## src/rtl/jk_count_driver.sv

```systemverilog
// Excitation driver for an unresettable J-K flip-flop bank, making it a modulo-MODULUS up/down counter with load.
// Latency: control sampled at edge N updates count and bank q after edge N; j/k are combinational.
// No backpressure: a count, load or hold is applied every cycle; err flags bank divergence and is sticky.
module jk_count_driver #(
  parameter int WIDTH   = 4,
  parameter int MODULUS = 10
) (
  input  logic             clk,
  input  logic             rst_n,
  input  logic             en,
  input  logic             up,
  input  logic             load,
  input  logic [WIDTH-1:0] load_val,
  input  logic [WIDTH-1:0] q_fb,
  output logic [WIDTH-1:0] j,
  output logic [WIDTH-1:0] k,
  output logic [WIDTH-1:0] count,
  output logic             ready,
  output logic             tc,
  output logic             err
);

  typedef enum logic {CLEAR, RUN} state_t;

  // Top count value and arithmetic constants, one bit wider than the count.
  localparam logic [WIDTH:0] MAX_V  = (WIDTH+1)'(MODULUS - 1);
  localparam logic [WIDTH:0] ONE_V  = (WIDTH+1)'(1);
  localparam logic [WIDTH:0] ZERO_V = '0;

  state_t         state;
  state_t         state_nxt;
  logic [WIDTH:0] cnt_x;
  logic [WIDTH:0] ld_x;
  logic [WIDTH:0] nxt_x;
  logic           wrap;
  logic           unused_nxt_msb;

  assign cnt_x = {1'b0, count};
  assign ld_x  = {1'b0, load_val};

  // The result never exceeds MODULUS-1, so the extra arithmetic bit is always zero here.
  assign unused_nxt_msb = nxt_x[WIDTH];

  // Next state, next shadow value and per-stage excitation.
  always_comb begin
    state_nxt = state;
    nxt_x     = cnt_x;
    wrap      = 1'b0;
    j         = '0;
    k         = '1;
    case (state)
      CLEAR: begin
        // Force every stage to 0 regardless of its power-up value.
        state_nxt = RUN;
      end
      RUN: begin
        if (load) begin
          nxt_x = (ld_x > MAX_V) ? MAX_V : ld_x;
          // Explicit set/clear so a diverged bank is repaired by the load.
          j     = nxt_x[WIDTH-1:0];
          k     = ~nxt_x[WIDTH-1:0];
        end else begin
          if (en) begin
            if (up) begin
              if (cnt_x == MAX_V) begin
                nxt_x = ZERO_V;
                wrap  = 1'b1;
              end else begin
                nxt_x = cnt_x + ONE_V;
              end
            end else begin
              if (cnt_x == ZERO_V) begin
                nxt_x = MAX_V;
                wrap  = 1'b1;
              end else begin
                nxt_x = cnt_x - ONE_V;
              end
            end
          end
          // Toggle exactly the bits that change, hold the rest.
          j = nxt_x[WIDTH-1:0] ^ count;
          k = nxt_x[WIDTH-1:0] ^ count;
        end
      end
      default: begin
        state_nxt = CLEAR;
      end
    endcase
  end

  // State register.
  always_ff @(posedge clk or negedge rst_n) begin
    if (!rst_n) begin
      state <= CLEAR;
    end else begin
      state <= state_nxt;
    end
  end

  // Shadow count, terminal-count pulse, ready and sticky feedback check.
  always_ff @(posedge clk or negedge rst_n) begin
    if (!rst_n) begin
      count <= '0;
      ready <= 1'b0;
      tc    <= 1'b0;
      err   <= 1'b0;
    end else begin
      ready <= (state_nxt == RUN);
      if (state == RUN) begin
        count <= nxt_x[WIDTH-1:0];
        tc    <= wrap;
        if (q_fb != count) begin
          err <= 1'b1;
        end
      end else begin
        tc <= 1'b0;
      end
    end
  end

endmodule

```

## config.mk

```make
export PLATFORM = sky130hd
export DESIGN_NAME = jk_count_driver
export DESIGN_NICKNAME = d
export VERILOG_FILES = /design/src/rtl/jk_count_driver.sv
export SDC_FILE = /design/constraint.sdc
export NUM_CORES = 1
export LEC_CHECK = 0
export ABC_AREA = 1
export BUFFER_PORTS_ARGS = -buffer_cell sky130_fd_sc_hd__buf_2
export CORE_MARGIN = 2
export CORE_UTILIZATION = 42
export DETAILED_ROUTE_END_ITERATION = 10
export PLACE_DENSITY_LB_ADDON = 0.15
export SETUP_SLACK_MARGIN = 0.4
export SLEW_MARGIN = 0
export SYNTH_ARGS = -nofsm -noshare
export SYNTH_HDL_FRONTEND = slang
export SYNTH_SLANG_ARGS = --single-unit
export TNS_END_PERCENT = 50
```

## constraint.sdc

```tcl
create_clock -name clk -period 1.3 [get_ports clk]
set_input_delay 0.26 -clock clk [delete_from_list [all_inputs] [get_ports clk]]
set_output_delay 0.26 -clock clk [all_outputs]
set_load 0.02 [all_outputs]
```

### Word level (Yosys, flattened, before mapping)

Cells that the tools add are included.

| word-level totals | value |
|---|---|
| bits in registers | 7 |
| bits of input ports | 13 |
| output and inout bits | 15 |
| logic and storage cells | 31 |

| operators by class | value |
|---|---|
| add/subtract/negate cells | 2 |
| $lt $le $gt $ge | 1 |
| eq/ne operators | 2 |
| multiplexer cells | 18 |
| bitwise operators | 2 |
| reduce and logical (&&, ||, !) cells | 2 |

Operator list:

| kind | count |
|---|---|
| 4-bit two-way mux | 12 |
| 1-bit two-way mux | 6 |
| 5-bit zero test | 1 |
| 4-bit by 1-bit adder with 4-bit output (second input constant) | 1 |
| 4-bit == test (second input constant) | 1 |
| 4-bit greater-than comparator (second input constant) | 1 |
| 4-bit inequality test | 1 |
| 4-bit NOT | 1 |
| 4-bit by 1-bit subtractor with 4-bit output (second input constant) | 1 |
| 4-bit bitwise XOR | 1 |
| 2-bit AND reduction | 1 |

### Depth between registers and ports, before layout

Gate-level depths: netlist (run 1).

| depth | value |
|---|---|
| depth after elaboration | 9 |
| gate-level depth with buffers | 11 |
| mapped depth without buffers | 10 |

### Least setup slack after synthesis (run 1)

No wires, ideal clock.

| timing path | value |
|---|---|
| path type | register -> output |
| start point | register count[1] |
| end point | output port j[2] |
| arrival | 1432 ps |
| required time | 1040 ps |
| setup slack | -392 ps |
| cell stages (with the launch flop) | 9 |
| buffers on the path | 1 |
| path through | dfrtp_1 > buf_6 > nor2_1 > nand3_1 > nand3_1 > nand2_1 > nand2_1 > nand3_1 > o21ai_1 |

| between the ends | value |
|---|---|
| longest elaborated chain between the ends | 9 |
| elaborated cells on any way between the ends | 13 |
| those cells by class | add/sub (2); eq/ne (1); mux (8); bitwise (1); reduce/logical (1) |

Ends and longest elaborated chain:

| item | RTL line | source |
|---|---|---|
| start, declared | 17 | `output logic [WIDTH-1:0] count,` |
| start signal, assigned | 110 | `count <= nxt_x[WIDTH-1:0];` |
| 4-bit by 1-bit subtractor with 4-bit output (tied with other cells) | 76 | `nxt_x = cnt_x - ONE_V;` |
| 4-bit two-way mux, on equally long branches | 72, 65 |  |
| 4-bit two-way mux * | 64 | `if (up) begin` |
| 4-bit two-way mux * | 63 | `if (en) begin` |
| 4-bit two-way mux * | 57 | `if (load) begin` |
| 4-bit two-way mux * | 51 | `case (state)` |
| 4-bit bitwise XOR * | 81 | `j = nxt_x[WIDTH-1:0] ^ count;` |
| 4-bit two-way mux * | 57 |  |
| 4-bit two-way mux * | 51 |  |
| end, declared | 15 | `output logic [WIDTH-1:0] j,` |

Mark *: on every way between the ends. The rest lies on a longest branch, timed or not. The select of a mux whose other input is x is not followed.

### Worst setup path in the final report (run 1)

| timing path | value |
|---|---|
| start point | register count[2] |
| end point | output port j[2] |

| between the ends | value |
|---|---|
| longest elaborated chain between the ends | 9 |
| elaborated cells on any way between the ends | 13 |
| those cells by class | add/sub (2); eq/ne (1); mux (8); bitwise (1); reduce/logical (1) |

Ends and longest elaborated chain:

| item | RTL line |
|---|---|
| 4-bit by 1-bit subtractor with 4-bit output (tied with other cells) | 76 |
| 4-bit two-way mux, on equally long branches | 72, 65 |
| 4-bit two-way mux | 64 |
| 4-bit two-way mux | 63 |
| 4-bit two-way mux | 57 |
| 4-bit two-way mux | 51 |
| 4-bit bitwise XOR * | 81 |
| 4-bit two-way mux * | 57 |
| 4-bit two-way mux * | 51 |

Marked as above.

==> results of run 1 <==
[state kept, by name, indices dropped and copies added, names as in the netlist]
| signal | count |
|---|---|
| ready | 1 |
| tc | 1 |
| err | 1 |
| count | 4 |
[synthesized netlist by cell type (3+ instances only)]
cell     number
nand4_1       3
inv_1         9
nand2_1      35
nor2_1       10
a21oi_1       3
nand3_2       4
o21ai_0       3
nand3_1      10
dfrtp_1       7
[routing by layer]
layer  track usage (%)  up-vias  part of all wire [%]  routed length (µm)
li1                  -      502                     -                   -
met1              33.3      543                    37                1250
met2              51.0       88                    51                1740
met3              6.00       25                   7.4                 252
met4              8.82        0                   4.9                 167
met5                 0        -                     0                   0
[layout by cell type, fill, tap and decap left out, types with 4 or more instances in the layout]
cell type,synthesis,final
nor2_2,2,4
inv_2,2,7
nand2_2,1,11
buf_2,1,15
nand3_1,10,7
nand2_1,35,25
nand3_2,4,6
buf_6,1,15
nor2_1,10,6
buf_4,2,38
dfrtp_2,0,5
[cells by family (layout without fill, tap and decap cells)]
logic type,Yosys count,count (layout),synth area share (%)
AND/OR/NAND/NOR,68,68,44.8
AO/OA/AOI/OAI,17,17,16.8
buffers and inverters,15,84,10.4
flip-flops,7,7,25.0
XOR/XNOR,2,2,2.50
other,1,1,0.535
[tightest hold or removal path: stages]
cell and delay [ns]:
buf_2 0.13, o21ai_0 0.09, o21ai_1 0.10
[metrics by stage]
step                cells  cell area, µm²  setup TNS (ns)  total power [µW]  setup slack, ns
finish                195            1370           -5.10              1260           -0.694
floorplan             110             769           -1.58               619           -0.245
CTS                   191            1270           -3.96              1120           -0.614
detailed placement    181            1120           -2.25               855           -0.408
global placement      181            1120           -1.88               831           -0.321
global route          195            1370           -5.99              1320           -0.768
[layout make-up]
type                    count  area, µm²
fillers                    72        169
well taps                  16       20.0
flip-flops and latches      7        181
clock buffers               4       26.3
multi-input cells          88        562
inverters                  11       43.8
repair buffers             69        539
[final timing paths]
check	endpoint	start
worst max register to register	count[3]	count[0]
worst max-delay path	j[2]	count[2]
max in group asynchronous	count[1]	rst_n
min in group asynchronous	count[3]	rst_n
worst min-delay path	count[0]	load
worst min register to register	err	err
[power by group through the flow]
stage / Combinational [µW] / Clock [µW] / Sequential [µW]
detailed placement: 558 / 0 / 297
global route: 796 / 221 / 303
floorplan: 326 / 0 / 293
global placement: 537 / 0 / 294
finish: 756 / 206 / 302
CTS: 622 / 203 / 297
[what timing repair did]
action | in CTS | in global routing
buffers inserted | 5 | 4
setup endpoints to repair | 21 | 21
pin swaps | 9 | 13
hold buffers | 1 | 0
hold endpoints to repair | 7 | 0
gates resized for setup | 26 | 24
==> key figures, run 1 <==
Worst setup path
  – Crit-path slowest cell: dfrtp_2
  – Critical path fanouts, max: 5
  – Flop2flop setup slack: -0.29 ns
  – Crit path max-delay family: simple AND/OR/NAND/NOR gates
  – WP data required: 1.04 ns
  – Reg2reg path depth: 10
  – CP Cell Sequence: buf_6 -> nand3_1 -> nand2_1 -> nand2_2 -> nand2_2 -> nand2_2 -> nand3_2 -> o21ai_4 -> buf_6
  – CP most frequent cell: nand2_2
  – CP Data Arrival Time: 1.73 ns
  – CP Buf/Inv Count: 2
  – CP Launch Type: register
  – Crit path depth: 9
  – Crit. End Element: output port
  – Worst path max stage delay: 0.47 ns
  – Setup CP Type: reg2out

Global routing
  – Largest net degree at the start of global routing: 10
  – Grt ovf: 0
  – Vias in the first global route: 975
  – First-pass GRT wire length: 4.13 mm
  – Initial antenna violation count: 0
  – All-Layer GR Usage: 28.3%

Flow run
  – MaxCap Viol Count: 0

STA
  – Min Tclk post-route: 1.99 ns
  – Worst hold slack: 0.359 ns
  – Final Max Tran Viols: 0
  – Clock Skew: 0.00346 ns
  – Final setup viols: 13
  – Final Cycle Share: 153%
  – RSZ-0062 raised after global routing: true
  – Final WS setup: -0.694 ns
  – Max Fclk: 0.501 GHz
  – Final Hold Fails: 0

Synth
  – Post-synth cell types: 27
  – Cells after Synth: 110
  – Seq cells post-synth: 7
  – Post-synth top flop: dfrtp_1
  – Area contributors post-synth: dfrtp_1 (25%), nand2_1 (19%), nand3_1 (7.1%)
  – EDFF count, synth: 0
  – YS warnings: 0
  – Synthesized area per cell: 6.37 µm²
  – Sequential area share after synthesis: 25.0%
  – Fraction of registers with async set/reset: 100%
  – Mapped Nets: 123
  – Share of the synthesized area in the top cell type: 25.0%
  – Synth area leader: dfrtp_1
  – Mapped Area: 701 µm²

Power
  – Pwr dens: 921 nW/µm²
  – Net Switching: 543 µW
  – Combinational power share: 59.8%
  – Leakage power figure: 0.000704 µW
  – Switching share of power: 43.0%
  – Clock power share: 16.3%
  – Sequential share of power: 23.9%
  – Int Pwr: 720 µW
  – Peak supply drop: 1080 µV

Die
  – Die Width: 44.8 µm
  – Core ar.: 1540 µm²
  – I/O pin count: 28
  – DIE AREA: 2010 µm²
  – Die span in y: 44.8 µm
  – Row count: 14
  – Starting Density: 45.5%

Detailed routing
  – Via/cell ratio: 5.94
  – Wirelength, routed: 3.41 mm
  – Starting DRT DRC Count: 54
  – Residual DRC: 0
  – Post-DR wirelength/cell: 17.5 µm
  – Via count: 1158
  – DRT antenna net count: 0
  – DRT Pass-1 Iters: 4

Finish
  – Share of layout cells above drive strength 1: 65.4%
  – Antenna Cells: 0
  – Final nets: 193
  – Final core occ: 89.0%
  – Area Overhead vs Synth: 95.9%

CTS
  – Number of clock sinks: 7
  – Clk slew on worst S/H paths: 0.06 ns
  – Clock Latency Late Sink: 0.26 ns
  – Max clock buf depth: 2
  – H-tree depth: 1
  – CTS buffer count: 3
  – CTS tree: built
  – CTS root buf: clkbuf_4

Place
  – IO buf count: 27
  – Detailed placement HPWL: 1.91 mm
  – GP Congestion: 0.865

Worst hold path
  – Hold Crit Class: in2reg
  – Hold Path Stages: 3

Outcome
  – Failing checks: negative setup slack
  – Outcome: finished, violations left
(Power assumes the default switching activity.)
==> run 2: changes to the inputs <==
--- a/config.mk
+++ b/config.mk
@@ -9,3 +9,3 @@
 export BUFFER_PORTS_ARGS = -buffer_cell sky130_fd_sc_hd__buf_2
-export CORE_MARGIN = 2
+export CORE_MARGIN = 4
 export CORE_UTILIZATION = 42
==> constraint.sdc (replaced) <==
create_clock -name clk -period 1.3 [get_ports clk]
set_input_delay 0 -clock clk [delete_from_list [all_inputs] [get_ports clk]]
set_output_delay 0 -clock clk [all_outputs]
set_load 0.02 [all_outputs]
==> run 2 against run 1 <==
  * The run still ends with negative setup slack left
  * Non-clock buffer count shrank 19
  * Wire length fell by 33%
  * Utilization is 13 points lower
  * Global-route usage decreased by 8.9 points
  * Flip-flop and latch count unchanged
  * Clock skew up 0.00052 ns
  * Via count is 19% lower
  * Final area fell by 15%
  * Sequential share of layout area increased by 2.3 points
==> key figures, run 2 (synthesis results as in run 1) <==
STA
  – Min Tclk post-route: 1.67 ns (-0.329 ns)
  – RSZ-0062 raised after global routing: true
  – Final WS setup: -0.366 ns (+0.329 ns)
  – Rel. slew slack: 66.4%
  – Slew @ Worst Pin: 0.499 ns
  – Clock Skew: 0.00398 ns (+0.000520 ns)
  – Final setup viols: 7 (-6)
  – Final Cycle Share: 128% (-25 points)
  – Final Max Tran Viols: 0 (unchanged)
  – Final Hold Fails: 0 (unchanged)
  – Max Fclk: 0.600 GHz (+20%)

Detailed routing
  – Via/cell ratio: 5.32 (-10%)
  – Starting DRT DRC Count: 27 (-50%)
  – Max layer used: met4
  – Residual DRC: 0 (unchanged)
  – WL met1: 982 µm (-22%)
  – DRT antenna net count: 0 (unchanged)
  – Wirelength, routed: 2.29 mm (-33%)
  – DR WL met2: 1.16 mm (-33%)
  – DRT Pass-1 Iters: 4 (unchanged)
  – Met3 WL: 104 µm (-59%)
  – Via count: 936 (-19%)
  – Post-DR wirelength/cell: 13.0 µm (-26%)

Finish
  – Max reg flops: 4 (unchanged)
  – Antenna Cells: 0 (unchanged)
  – Area Overhead vs Synth: 66.4%
  – Fillers: 117 (+63%)
  – Final nets: 174 (-9.8%)
  – Share of layout cells above drive strength 1: 52.5% (-13 points)
  – Most common cell after layout, fill and taps aside: nand2_1
  – Most frequent cells in the layout: nand2_1 (33), buf_4 (21), buf_2 (17)
  – Biggest register: count

Worst hold path
  – Hold Crit Class: in2reg

Worst setup path
  – Crit. End Element: output port
  – Reg2reg path depth: 9 (-1)
  – Worst path max stage delay: 0.48 ns (about the same)
  – R2r startpoint: count[2]
  – WP data required: 1.30 ns (+0.26 ns)
  – CP Data Arrival Time: 1.67 ns (-0.06 ns)
  – Worst r2r dst: count[3]
  – CP Launch Type: register
  – CP endpoint: k[3]
  – Setup CP Type: reg2out
  – Flop2flop setup slack: -0.07 ns (+0.22 ns)
  – Crit path depth: 10 (+1)
  – Crit-path slowest cell: dfrtp_2
  – CP Cell Sequence: nor2_1 -> nand2_1 -> nand2_1 -> nor2_1 -> nor2_1 -> nand3_1 -> nand3_2 -> nand2_1 -> nand2_1 -> buf_6
  – Crit path max-delay family: simple AND/OR/NAND/NOR gates
  – CP Buf/Inv Count: 1 (-1)
  – Setup crit start: count[2]
  – CP most frequent cell: nand2_1
  – Critical path fanouts, max: 9 (+4)

Die
  – Starting Density: 45.5% (unchanged)
  – DIE AREA: 2390 µm² (+19%)
  – I/O pin count: 28 (unchanged)
  – Core ar.: 1540 µm² (unchanged)
  – Die Width: 48.8 µm (+8.9%)
  – Die span in y: 48.8 µm (+8.9%)
  – Row count: 14 (unchanged)

CTS
  – H-tree depth: 1 (unchanged)
  – CTS buffer count: 3 (unchanged)
  – Number of clock sinks: 7 (unchanged)
  – CTS root buf: clkbuf_4
  – CTS tree: built
  – Max clock buf depth: 2 (unchanged)
  – Clk slew on worst S/H paths: 0.05 ns (about the same)
  – Clock Latency Late Sink: 0.25 ns (about the same)

Power
  – Total Power: 1090 µW (-14%)
  – Leakage power figure: 0.000603 µW (-14%)
  – Pwr dens: 934 nW/µm² (+1.5%)
  – Peak supply drop: 834 µV (-23%)

Place
  – GP Congestion: 0.896 (+3.6%)
  – IO buf count: 27 (unchanged)
  – Detailed placement HPWL: 1.59 mm (-17%)
  – Worst slack at placement: -0.0726 ns (+0.336 ns)

Global routing
  – Grt ovf: 0 (unchanged)
  – Largest net degree at the start of global routing: 10 (unchanged)
  – Initial antenna violation count: 0 (unchanged)
  – Vias in the first global route: 865 (-11%)
  – All-Layer GR Usage: 19.4% (-8.9 points)
  – First-pass GRT wire length: 3.77 mm (-8.5%)

Outcome
  – Outcome: finished, violations left
  – Failing checks: negative setup slack

Flow run
  – MaxCap Viol Count: 0 (unchanged)
-- run 2: cell count changes in the layout (fill, tap and decap cells not counted), moves of 2 or more --
cell,delta
buf_2,+2
buf_4,-17
buf_6,-5
inv_1,+3
inv_2,-3
nand2_1,+8
nand2_2,-8
nor2_1,+2
-- run 2: how the worst min path moves through the flow --
stage	cells after the start	startpoint	end	slack (ns)
finish	3	load	count[0]	0.09
global route	3	load	count[0]	0.09
CTS	2	up	tc	0.002
detailed placement	1	rst_n	tc	-0.16
global placement	1	rst_n	err	-0.17
floorplan	0	rst_n	count[0]	-0.30
-- run 2: final cells by class --
cell class,count,area [µm²],share of cell area (%)
repair buffers,50,375,32.2
clock buffers,4,26.3,2.25
flip-flops and latches,7,181,15.6
multi-input cells,88,519,44.5
well taps,16,20.0,1.72
inverters,11,43.8,3.76
-- run 2: stage by stage --
step	TNS, ns	utilization [%]	std cells	area, µm²	hold WS (ns)
floorplan	-0.123	-	110	734	-0.296
global placement	-0.0888	61.9	163	953	-0.167
detailed placement	-0.239	61.9	163	953	-0.163
CTS	-1.65	70.4	170	1080	0.00160
global route	-2.78	75.6	176	1170	0.0940
finish	-1.95	75.6	176	1170	0.0937
-- run 2: what timing repair did --
| action | in CTS | in global routing |
|---|---|---|
| pin swaps | 2 | 3 |
| setup buffers | 2 | 5 |
| hold buffers | 1 | 1 |
| endpoints found under the hold margin | 7 | 1 |
| resized for setup | 26 | 11 |
| setup endpoints to repair | 18 | 19 |
-- run 2: power breakdown --
group / switching, µW / internal (µW) / total [µW]
clock: 76.5 / 117 / 193
sequential: 55.3 / 242 / 298
combinational: 313 / 286 / 599
-- run 2: per-layer routing --
layer,track usage (%),up-vias
li1,-,463
met2,32.8,27
met4,7.17,0
met5,0,-
met1,23.6,438
met3,4.59,8
-- run 2: worst register-to-register path, delay by kind of cell (launching register included) --
| kind | cells | cell delay [ns] |
|---|---|---|
| flip-flops | 1 | 0.48 |
| AND/OR/NAND/NOR | 8 | 0.71 |
| AO/OA/AOI/OAI | 1 | 0.11 |
==> run 3: changes to the inputs <==
- GPL_TIMING_DRIVEN: not set -> 0
==> run 3 against run 2 <==
  * Clock-buffer cell count did not move
  * Critical path depth rose by 1
  * Largest cell class unchanged
  * Register-to-register slack got worse by 0.23 ns
  * Sequential power decreased by 8.7%
  * Non-clock buffer count increased by 2
  * Critical path type unchanged
  * The run still ends with negative setup slack left
  * Hold slack got worse by 0.034 ns
  * Die area unchanged
  * Sequential share of layout area shrank 0.73 points
  * Cell count is 1.1% higher
  * Final area grew 4.9%
  * Clock skew grew 0.0010 ns
  * Flip-flop and latch count unchanged
==> key figures, run 3 (synthesis results as in run 1) <==
Worst setup path
  – CP Launch Type: register
  – Critical path fanouts, max: 6 (-3)
  – WP data required: 1.30 ns (about the same)
  – CP Data Arrival Time: 1.72 ns (+0.05 ns)
  – Crit. End Element: output port
  – Setup CP Type: reg2out

STA
  – Max Fclk: 0.580 GHz (-3.4%)
  – Final WS setup: -0.425 ns (-0.0589 ns)
  – Final Cycle Share: 133% (+4.5 points)
  – Final Hold Fails: 0 (unchanged)
  – Setup_tns: -3.09 ns (-1.13 ns)
  – Rel. slew slack: 67.0% (+0.63 points)
  – Final setup viols: 11 (+4)
  – RSZ-0062 raised after global routing: true
  – Clock Skew: 0.00500 ns (+0.00102 ns)
  – Min Tclk post-route: 1.72 ns (+0.0589 ns)
  – Final Max Tran Viols: 0 (unchanged)
  – Slew @ Worst Pin: 0.489 ns (-0.00930 ns)

Die
  – Die Width: 48.8 µm (unchanged)
  – I/O pin count: 28 (unchanged)
  – Starting Density: 45.5% (unchanged)
  – DIE AREA: 2390 µm² (unchanged)
  – Row count: 14 (unchanged)
  – Die span in y: 48.8 µm (unchanged)
  – Core ar.: 1540 µm² (unchanged)

Finish
  – Area Overhead vs Synth: 74.6%
  – Biggest register: count
  – Most frequent cells in the layout: nand2_1 (28), buf_2 (20), buf_4 (18)
  – Fillers: 108 (-7.7%)
  – Antenna Cells: 0 (unchanged)
  – Share of layout cells above drive strength 1: 58.0% (+5.5 points)
  – Final nets: 176 (+1.1%)
  – Most common cell after layout, fill and taps aside: nand2_1
  – Non-Filler Cell Area, Final: 1220 µm² (+4.9%)
  – Max reg flops: 4 (unchanged)

Power
  – Switching share of power: 42.1% (+1.3 points)
  – Sequential share of power: 23.6% (-3.7 points)
  – Combinational power share: 59.4% (+4.5 points)
  – Peak supply drop: 1090 µV (+31%)
  – Pwr dens: 940 nW/µm² (+0.65%)
  – Clock power share: 17.0% (-0.7 points)
  – Leakage power figure: 0.000617 µW (+2.4%)
  – Int Pwr: 667 µW (+3.3%)
  – Net Switching: 484 µW (+8.9%)

Detailed routing
  – Starting DRT DRC Count: 34 (+26%)
  – DRT Pass-1 Iters: 4 (unchanged)
  – DRT antenna net count: 0 (unchanged)
  – Post-DR wirelength/cell: 14.4 µm (+10%)
  – Wirelength, routed: 2.56 mm (+12%)
  – Via count: 984 (+5.1%)
  – Via/cell ratio: 5.53 (+3.9%)
  – Residual DRC: 0 (unchanged)

Place
  – GP Congestion: 0.864 (-3.6%)
  – DP Area: 890 µm² (-6.7%)
  – IO buf count: 27 (unchanged)
  – Detailed placement HPWL: 1.55 mm (-2.8%)

Outcome
  – Failing checks: negative setup slack
  – Outcome: finished, violations left

CTS
  – Number of clock sinks: 7 (unchanged)
  – Clk slew on worst S/H paths: 0.05 ns (about the same)
  – Clock Latency Late Sink: 0.25 ns (about the same)
  – CTS root buf: clkbuf_4
  – Max clock buf depth: 2 (unchanged)
  – CTS tree: built
  – CTS buffer count: 3 (unchanged)
  – H-tree depth: 1 (unchanged)

Global routing
  – Grt ovf: 0 (unchanged)
  – First-pass GRT wire length: 3.80 mm (+0.72%)
  – Vias in the first global route: 889 (+2.8%)
  – Initial antenna violation count: 0 (unchanged)
  – All-Layer GR Usage: 19.5% (+0.088 points)
  – Largest net degree at the start of global routing: 10 (unchanged)

Worst hold path
  – Hold Crit Class: in2reg

Flow run
  – MaxCap Viol Count: 0 (unchanged)
-- run 3: per-layer routing --
layer | vias to the layer above | global-route usage, % | share of wire (%)
met2 | 50 | 34.8 | 52
met3 | 4 | 5.81 | 7.4
met4 | 0 | 4.04 | 1.2
met1 | 460 | 22.8 | 39
met5 | - | 0 | 0
li1 | 470 | - | -
-- run 3: final cells by class --
| cell class | instances | area (µm²) | share of cell area (%) |
|---|---|---|---|
| plain buffers | 4 | 48.8 | 3.99 |
| clock buffers | 4 | 26.3 | 2.15 |
| inverters | 11 | 52.6 | 4.29 |
| multi-input cells | 88 | 541 | 44.2 |
| flip-flops and latches | 7 | 181 | 14.8 |
| well taps | 16 | 20.0 | 1.64 |
| repair buffers | 48 | 354 | 28.9 |
-- run 3: worst max-delay path, cell delays in order, from the launching register on --
cell and delay (ns):
dfrtp_2 0.42, buf_6 0.14, inv_2 0.11, a21oi_1 0.10
nor2_2 0.15, inv_1 0.07, nand2_1 0.08, nand3_2 0.07
nand3_2 0.10, nand2_1 0.06, nand2_1 0.06, buf_6 0.11
-- run 3: power groups by stage --
stage / logic [µW] / registers (µW) / clock network, µW
floorplan: 301 / 291 / 0
finish: 683 / 272 / 196
global placement: 439 / 267 / 0
global route: 733 / 274 / 219
CTS: 590 / 265 / 201
detailed placement: 448 / 268 / 0
-- run 3: repair_timing --
item	in CTS	in global routing
hold buffers	2	0
endpoints found under the hold margin	8	0
gates cloned	0	1
setup buffers	14	4
pin swaps	10	14
resized for setup	26	17
setup endpoints to repair	15	15
-- run 3: worst paths after layout --
kind                       slack, ns      from  endpoint  cells after the start
setup / recovery               -0.42  count[2]      k[3]                     11
hold / removal                  0.06      load  count[0]                      3
setup reg to reg               -0.30  count[1]  count[1]                     10
hold reg to reg                 0.48       err       err                      1
max in group asynchronous       1.02     rst_n  count[0]                      2
min in group asynchronous       0.11     rst_n  count[3]                      2
-- run 3: per-stage QoR --
stage | power, µW | setup WS, ns | util [%] | hold slack [ns] | cells
2_1_floorplan | 592 | -0.0507 | - | -0.296 | 110
6_report | 1150 | -0.425 | 79.4 | 0.0599 | 178
3_3_place_gp | 706 | -0.107 | 57.7 | -0.165 | 153
5_1_grt | 1230 | -0.531 | 79.4 | 0.0669 | 178
3_5_place_dp | 717 | -0.154 | 57.7 | -0.166 | 153
4_1_cts | 1060 | -0.357 | 73.7 | 0.0591 | 173
